`src/rtl/paralelo_serial_n.sv`:
```
// paralelo_serial_n: serialises LANES parallel words of WIDTH bits onto
// LANES serial lines from a single bit-rate clock. A one-entry hold buffer
// with a valid/ready handshake feeds the shift registers, a sync preamble of
// SYNC_WORDS idle symbols follows reset, and IDLE_SYM is inserted whenever
// no word is waiting at a word boundary.
// Optional build macro: PS_LSB_FIRST_EN sends every word LSB first
// (default build sends MSB first).
module paralelo_serial_n #(
  parameter int               WIDTH      = 8,
  parameter int               LANES      = 1,
  parameter logic [WIDTH-1:0] IDLE_SYM   = 8'hBC,
  parameter int               SYNC_WORDS = 2
) (
  input  logic                   clk_32f,
  input  logic                   reset,
  input  logic [LANES*WIDTH-1:0] data_in,
  input  logic                   valid_in,
  output logic                   ready_out,
  output logic [LANES-1:0]       data_out,
  output logic                   sym_start
);

  localparam int                CNT_W     = $clog2(WIDTH);
  localparam int                SC_W      = $clog2(SYNC_WORDS + 1);
  localparam logic [CNT_W-1:0]  CNT_MAX   = CNT_W'(WIDTH - 1);
  localparam logic [SC_W-1:0]   SYNC_LAST = SC_W'(SYNC_WORDS - 1);

  typedef enum logic {
    SYNC   = 1'b0,
    ACTIVE = 1'b1
  } state_t;

  state_t                 state;
  state_t                 state_next;
  logic [SC_W-1:0]        sync_cnt;
  logic [SC_W-1:0]        sync_cnt_next;
  logic [CNT_W-1:0]       bit_cnt;
  logic [LANES*WIDTH-1:0] hold_data;
  logic                   hold_valid;
  logic                   load;
  logic                   accept;

  // A word boundary occurs whenever the bit counter sits at zero; reset
  // overrides it inside each sequential block.
  assign load      = (bit_cnt == '0);
  assign ready_out = (state == ACTIVE) && (!hold_valid || load);
  assign accept    = valid_in && ready_out;

  // Bit counter and word-start marker.
  always_ff @(posedge clk_32f) begin
    if (reset) begin
      bit_cnt   <= '0;
      sym_start <= 1'b0;
    end else begin
      bit_cnt   <= (bit_cnt == CNT_MAX) ? '0 : bit_cnt + 1'b1;
      sym_start <= load;
    end
  end

  // State register for the sync-preamble FSM.
  always_ff @(posedge clk_32f) begin
    if (reset) begin
      state    <= SYNC;
      sync_cnt <= '0;
    end else begin
      state    <= state_next;
      sync_cnt <= sync_cnt_next;
    end
  end

  // Next-state logic: count preamble words, then stay ACTIVE until reset.
  always_comb begin
    state_next    = state;
    sync_cnt_next = sync_cnt;
    if (state == SYNC && load) begin
      sync_cnt_next = sync_cnt + 1'b1;
      if (sync_cnt == SYNC_LAST) begin
        state_next = ACTIVE;
      end
    end
  end

  // Hold-buffer occupancy: set on accept, cleared when drained at a boundary.
  // An accept on a boundary refills the entry being drained in the same edge.
  always_ff @(posedge clk_32f) begin
    if (reset) begin
      hold_valid <= 1'b0;
    end else if (accept) begin
      hold_valid <= 1'b1;
    end else if (load && state == ACTIVE) begin
      hold_valid <= 1'b0;
    end
  end

  // Hold-buffer payload; only meaningful while hold_valid is set.
  always_ff @(posedge clk_32f) begin
    if (accept) begin
      hold_data <= data_in;
    end
  end

  for (genvar k = 0; k < LANES; k++) begin : g_lane
    logic [WIDTH-1:0] shreg;

    // Per-lane shift register: load at the boundary, otherwise shift toward
    // the output bit.
    always_ff @(posedge clk_32f) begin
      if (reset) begin
        shreg <= '0;
      end else if (load) begin
        if (state == ACTIVE && hold_valid) begin
          shreg <= hold_data[k*WIDTH +: WIDTH];
        end else begin
          shreg <= IDLE_SYM;
        end
      end else begin
`ifdef PS_LSB_FIRST_EN
        shreg <= {1'b0, shreg[WIDTH-1:1]};
`else
        shreg <= {shreg[WIDTH-2:0], 1'b0};
`endif
      end
    end

`ifdef PS_LSB_FIRST_EN
    assign data_out[k] = shreg[0];
`else
    assign data_out[k] = shreg[WIDTH-1];
`endif
  end

endmodule

```
`config.mk`:
```
export PLATFORM = sky130hd
export DESIGN_NAME = paralelo_serial_n
export DESIGN_NICKNAME = d
export VERILOG_FILES = /design/src/rtl/paralelo_serial_n.sv
export SDC_FILE = /design/constraint.sdc
export NUM_CORES = 1
export LEC_CHECK = 0
export ABC_AREA = 1
export CORE_ASPECT_RATIO = 0.7
export CORE_MARGIN = 8
export CORE_UTILIZATION = 30
export DETAILED_ROUTE_END_ITERATION = 7
export SKIP_LAST_GASP = 1
export SYNTH_ARGS = -nofsm -noshare
export SYNTH_HDL_FRONTEND = slang
export SYNTH_SLANG_ARGS = --single-unit
```
`constraint.sdc`:
```
create_clock -name clk_32f -period 1.4 [get_ports clk_32f]
set_input_delay 0.42 -clock clk_32f [delete_from_list [all_inputs] [get_ports clk_32f]]
set_output_delay 0.42 -clock clk_32f [all_outputs]
set_load 0.02 [all_outputs]
```
==> metrics.md, run 1 <==
| Metric | Value |
|---|---|
| Setup slack at placement | -0.3289 ns |
| Input/output buffers | 13 |
| CTS buffer count | 3 |
| Post-CTS Setup Inserts | 0 |
| H-Tree Depth | 1 |
| Comb power frac | 0.158 |
| N_diodes | 0 |
| Post-synth top cells | dfxtp_1, nor2_1, nand2_1, edfxtp_1, inv_1 |
| CTS tree | built |
| Post-synthesis sequential area ratio | 0.6483 |
| Post-Syn Instances | 86 |
| Vias after detailed routing | 635 |
| Max Clk Rate | 650.9 MHz |
| Proportion of layout cells with a drive suffix above 1 | 0.2743 |
| Die width | 80.17 µm |
| Worst slew pin tran | 0.2117 ns |
| Met2 track demand over resource | 0.1125 |
| Count of different cell masters after synthesis | 16 |
| FILL cells | 257 |
| Final worst slack | -0.1364 ns |
| Via-to-Cell Ratio | 4.262 |
| CP required | 0.98 ns |
| Setup crit start kind | register |
| Clock share of power | 0.357 |
| Top Usage Layer GRT | met2 |
| Unrepaired setup endpoints after global routing | yes |
| Max Buffers Root-to-Sink | 2 |
| Cts hold-fix bufs | 0 |
| Slew margin rel. | 0.8585 |
| Fin crit share | 1.097 |
| Row cnt | 16 |
| Min-delay worst type | reg -> reg |
| FFs w/ async S/R, synth | 0 |
| Synth top area cells | dfxtp_1, edfxtp_1, nor2_1, ha_1, nand2_1 |
| Core area | 2763 µm² |
| Cell taking the most area after synthesis | dfxtp_1 |
| Final non-filler cell total | 149 |
| Crit Path Max Fanout | 2 |
| Post-layout nets | 129 |
| Met3 Use GR | 0.02959 |
| Run status | finished with violations |
| Global-route wire length before repair | 2.615 mm |
| Initial core utilization | 0.3130 |
| Synth Cell Area | 864.6 µm² |
| Clock Skews | 0.002761 ns |
| Number of nets still failing antenna checks after routing | 0 |
| Cell Chain, Critical Path | inv_2 -> ha_4 -> nand2_4 -> a21oi_2 -> buf_6 |
| Antenna violations before repair | 0 |
| Global Route met1 Usage | 0.08062 |
| Leakage Power | 0.5025 nW |
| Final wirelength | 1.536 mm |
| Count leader, synth | dfxtp_1 |
| Pint | 1.291 mW |
| Max-cap viol count | 0 |
| FF+latch count, synth | 24 |
| NetSw | 0.3544 mW |
| Element type at the critical path end | output port |
| WL/cell | 10.31 µm |
| Setup CP Type | reg -> out |
| Slowest cell on crit path | dfxtp_2 |
| EDFF count, synth | 8 |
| R2R Setup Slk | 0.06 ns |
| Synth-to-Final Area Change | 42.11% |
| Clock sinks | 24 |
| Reg clk slew, reported paths | 0.08 ns |
| Violated checks | setup timing |
| Syn Area/Cell | 10.05 µm² |
| Syn_nets | 101 |
| CTS Root Cell | clkbuf_8 |
| Die Area | 4883 µm² |
| YS warnings | 0 |
| Number of global-route vias before repair | 616 |
| CP Data Arrival Time | 1.12 ns |
| Post-DP HPWL | 1.135 mm |
| Maximum number of pins on one net before global-route repair | 15 |
| DR DRC count | 0 |
| Switching Fraction | 0.2154 |
| Min cycle time layout | 1.536 ns |
| Synth top area share | 0.3705 |
| Sequential share of power | 0.485 |
| Endpoints failing setup | 1 |
| Pwr/cell area | 1339 nW/µm² |
| Max-slew violations | 0 |
| VDD IR max | 606.5 µV |
| Hold Slack | 0.4507 ns |
| IO Pins | 14 |
| Drt pass-1 iters | 4 |
| Placed cell count | 145 |
| First-iteration detailed-routing DRC count | 79 |
| All-Layer GR Usage | 0.07018 |
| Clock Latency Late Sink | 0.26 ns |
| Hold Vio Cnt, Final | 0 |
| Crit path largest cell delay | 0.33 ns |
| Grt total ovfl | 0 |
| Main flop type after synthesis | dfxtp_1 |
| Routability cong. | 0.7050 |
| Chip height | 60.92 µm |
## routing by layer
layer,vias to the layer above,routed length [µm]
li1,329,-
met1,291,694
met2,13,714
met3,2,94
met4,0,31
met5,-,0
## power groups by stage
stage          logic, mW  registers [mW]  clock network, mW
6_report           0.261           0.798              0.587
5_1_grt            0.291           0.806              0.629
4_1_cts            0.245           0.797              0.608
3_5_place_dp       0.249           0.813                  0
3_3_place_gp       0.241           0.811                  0
2_1_floorplan      0.115           0.821                  0
## state kept, by name, indices dropped and copies added, names as in the netlist
name and count:
sym_start 1, hold_data 8, bit_cnt 3, g_lane.shreg 8
state 1, hold_valid 1, sync_cnt 2
## cell usage in the layout, fill, tap and decap left out, drive strengths merged
cell type	n
nor2	17
dlygate4sd2	2
dfxtp	16
nand3	2
buf	11
nand2	14
or2	1
clkdlybuf4s50	10
nand3b	1
o21ai	6
bufinv	1
a21oi	6
clkbuf	3
ha	4
edfxtp	8
inv	11
## critical path, delay by kind of cell, from the launching register on
family | cells | cell delay [ns]
flip-flops | 1 | 0.33
AO/OA/AOI/OAI | 1 | 0.13
buffers and inverters | 2 | 0.20
AND/OR/NAND/NOR | 1 | 0.05
adder cells (fa/ha/maj) | 1 | 0.15
## stage by stage
stage                     instance area, µm²  setup TNS [ns]    util  power (mW)
after floorplan                        868.3               0       -      0.9353
after global placement                  1131          -1.128  0.4094       1.052
after detailed placement                1131          -1.174  0.4094       1.062
after CTS                               1204         -0.1810  0.4357       1.650
after global routing                    1229         -0.1722  0.4447       1.726
final                                   1229         -0.1364  0.4447       1.645
## area by class of cell
cell class | count | area, µm² | area share
inverter | 11 | 41.29 | 0.03360
timing repair buffer | 23 | 216.5 | 0.1762
tap | 36 | 45.04 | 0.03666
sequential | 24 | 563.0 | 0.4582
clock inverter | 1 | 30.03 | 0.02444
multi-input combinational | 51 | 291.5 | 0.2373
clock buffer | 3 | 41.29 | 0.03360
## logic make-up after synthesis
kind of cell	Yosys count	share of synthesized area
compound gates	12	0.06946
fa+ha+maj	4	0.05789
buf+inv	11	0.04776
flops	24	0.6483
simple gates	35	0.1766
## repair_timing
action | CTS | global route
endpoints found under the setup margin | 11 | 9
pin swaps | 0 | 3
gates resized for setup | 10 | 8
## path summary, 6_finish.rpt
path,from,endpoint,cells past startpoint
worst max-delay path,bit_cnt[1],ready_out,5
worst min-delay path,g_lane[0].shreg[5],g_lane[0].shreg[6],2
worst max register to register,bit_cnt[1],hold_data[7],8
worst min register to register,g_lane[0].shreg[5],g_lane[0].shreg[6],2
(Power assumes the default switching activity.)
==> inputs of run 2 (changes only) <==
--- a/config.mk
+++ b/config.mk
@@ -7,7 +7,6 @@
 export LEC_CHECK = 0
 export ABC_AREA = 1
 export CORE_ASPECT_RATIO = 0.7
-export CORE_MARGIN = 8
 export CORE_UTILIZATION = 30
 export DETAILED_ROUTE_END_ITERATION = 7
 export SKIP_LAST_GASP = 1
==> run 2 against run 1 <==
The run still ends with setup timing left. Register-to-register slack about the same. Non-clock buffer count rose by 1. Cell area is 2.0% lower. Clock-buffer cell count stayed put. Sequential power about the same. Clock power shrank 31%. Fmax increased by 0.55%. Largest cell class unchanged. Highest routed layer unchanged.
==> metrics.md, run 2 (same netlist as run 1, synthesis figures left out) <==
| Metric | Value |
|---|---|
| Vias after detailed routing | 621 (-2.2%) |
| CTS tree | built |
| Die width | 66.17 µm (-17%) |
| Initial core utilization | 0.3338 (+0.02086) |
| Post-layout nets | 130 (+0.78%) |
| Final wirelength | 1.522 mm (-0.91%) |
| Global Route met1 Usage | 0.1530 (+0.07243) |
| Number of nets still failing antenna checks after routing | 0 (unchanged) |
| Comb power frac | 0.176 (+0.018) |
| Met3 Use GR | 0.05097 (+0.02139) |
| Clock Skews | 0.003838 ns (+0.001077 ns) |
| Hold Path End | g_lane[0].shreg[1] |
| Hold Path Cell Cnt | 2 (unchanged) |
| Clock Latency Late Sink | 0.26 ns (about the same) |
| Regs by FF count | g_lane.shreg (8), hold_data (8), bit_cnt (3) |
| Reg clk slew, reported paths | 0.08 ns (about the same) |
| Endpoints failing setup | 1 (unchanged) |
| Grt total ovfl | 0 (unchanged) |
| Post-DP HPWL | 1.087 mm (-4.3%) |
| Hold wc startpoint | g_lane[0].shreg[0] |
| Die Area | 3104 µm² (-36%) |
| Worst slew pin tran | 0.2451 ns (+0.03337 ns) |
| Global-route wire length before repair | 2.601 mm (-0.54%) |
| First-iteration detailed-routing DRC count | 11 (-86%) |
| Most frequent cells in the layout | nor2_1, dfxtp_1, nand2_1, clkdlybuf4s50_1, buf_4 |
| Slew margin rel. | 0.8361 (-0.02243) |
| Number of global-route vias before repair | 588 (-4.5%) |
| Top Usage Layer GRT | met2 |
| Max Clk Rate | 654.5 MHz (+0.55%) |
| All-Layer GR Usage | 0.1201 (+0.04989) |
| Met2 track demand over resource | 0.1816 (+0.06912) |
| FF+latch area | 561.8 µm² (-0.22%) |
| Worst r2r dst | hold_data[1] |
| Switching Fraction | 0.2445 (+0.02915) |
| Crit Path Max Fanout | 2 (unchanged) |
| Sequential share of power | 0.547 (+0.062) |
| Setup CP Type | reg -> out |
| Max-slew violations | 0 (unchanged) |
| FILL cells | 246 (-4.3%) |
| Chip height | 46.92 µm (-23%) |
| Hold Slack | 0.4445 ns (-0.006207 ns) |
| Via-to-Cell Ratio | 4.196 (-1.5%) |
| H-Tree Depth | 1 (unchanged) |
| Cells on worst reg2reg path | 8 (unchanged) |
| IO Pins | 14 (unchanged) |
| Area of the multi-input gates | 289.0 µm² (-0.86%) |
| Max-cap viol count | 0 (unchanged) |
| Antenna violations before repair | 0 (unchanged) |
| CP Data Arrival Time | 1.11 ns (about the same) |
| Input/output buffers | 13 (unchanged) |
| Drt pass-1 iters | 4 (unchanged) |
| Fin crit share | 1.091 (-0.006031) |
| Cts hold-fix bufs | 0 (unchanged) |
| Pwr/cell area | 1215 nW/µm² (-9.3%) |
| R2R Setup Slk | 0.06 ns (about the same) |
| CTS buffer count | 3 (unchanged) |
| Proportion of layout cells with a drive suffix above 1 | 0.2544 (-0.01995) |
| Unrepaired setup endpoints after global routing | yes |
| CTS Root Cell | clkbuf_8 |
| Pint | 1.105 mW (-14%) |
| Violated checks | setup timing |
| DR DRC count | 0 (unchanged) |
| NetSw | 0.3576 mW (+0.90%) |
| Setup crit start kind | register |
| Clock share of power | 0.277 (-0.080) |
| CP required | 0.98 ns (about the same) |
| Max Buffers Root-to-Sink | 2 (unchanged) |
| Leakage Power | 0.4932 nW (-1.8%) |
| Element type at the critical path end | output port |
| Hold Vio Cnt, Final | 0 (unchanged) |
| Synth-to-Final Area Change | 39.22% |
| Core area | 2590 µm² (-6.3%) |
| Run status | finished with violations |
| VDD IR max | 441.7 µV (-27%) |
| Maximum number of pins on one net before global-route repair | 14 (-1) |
| Routability cong. | 0.7271 (+3.1%) |
| WL/cell | 10.28 µm (-0.24%) |
| Final worst slack | -0.1279 ns (+0.008443 ns) |
| Setup slack at placement | -0.3199 ns (+0.008966 ns) |
| R2r startpoint | bit_cnt[1] |
| Row cnt | 15 (-1) |
| Min cycle time layout | 1.528 ns (-0.008443 ns) |
| Clock sinks | 24 (unchanged) |
| N_diodes | 0 (unchanged) |
| Min-delay worst type | reg -> reg |
run 2: what timing repair did:
item	in CTS	in global routing
pin swaps	0	3
endpoints found under the setup margin	11	9
gates resized for setup	8	8
setup buffers	0	1
run 2: how the worst max path moves through the flow:
stage | endpoint | from
6_report | ready_out | bit_cnt[1]
3_3_place_gp | ready_out | bit_cnt[0]
4_1_cts | ready_out | bit_cnt[0]
2_1_floorplan | ready_out | bit_cnt[0]
3_5_place_dp | ready_out | bit_cnt[0]
5_1_grt | ready_out | bit_cnt[1]
run 2: layout make-up:
type,count,area share
clock buffers,3,0.03430
well taps,34,0.03534
multi-input cells,51,0.2401
inverters,11,0.03430
repair buffers,24,0.1861
clock inverters,1,0.003119
flip-flops and latches,24,0.4667
run 2: routing by layer:
| metal | part of all wire | up-vias | wire length, µm |
|---|---|---|---|
| met2 | 0.44 | 12 | 668 |
| li1 | - | 330 | - |
| met4 | 0.011 | 0 | 17 |
| met3 | 0.049 | 2 | 74 |
| met5 | 0 | - | 0 |
| met1 | 0.50 | 277 | 762 |
run 2: power groups by stage:
stage	clock network, mW	logic (mW)	registers [mW]
6_report	0.405	0.258	0.800
5_1_grt	0.452	0.289	0.806
4_1_cts	0.417	0.241	0.798
3_5_place_dp	0	0.247	0.815
3_3_place_gp	0	0.239	0.811
2_1_floorplan	0	0.115	0.821
run 2: critical path: stages (launching register included):
cell and delay [ns]:
dfxtp_2 0.33, inv_2 0.06, ha_4 0.14, nand2_4 0.04, a21oi_2 0.14, buf_6 0.13
run 2: through the flow:
step	utilization	power [mW]	setup TNS, ns	cell area, µm²	cells
after floorplan	-	0.9353	0	868.3	86
after global placement	0.4357	1.051	-1.570	1129	143
after detailed placement	0.4357	1.062	-1.744	1129	143
after CTS	0.4512	1.457	-0.1659	1169	147
after global routing	0.4647	1.547	-0.1740	1204	148
final	0.4647	1.462	-0.1279	1204	148
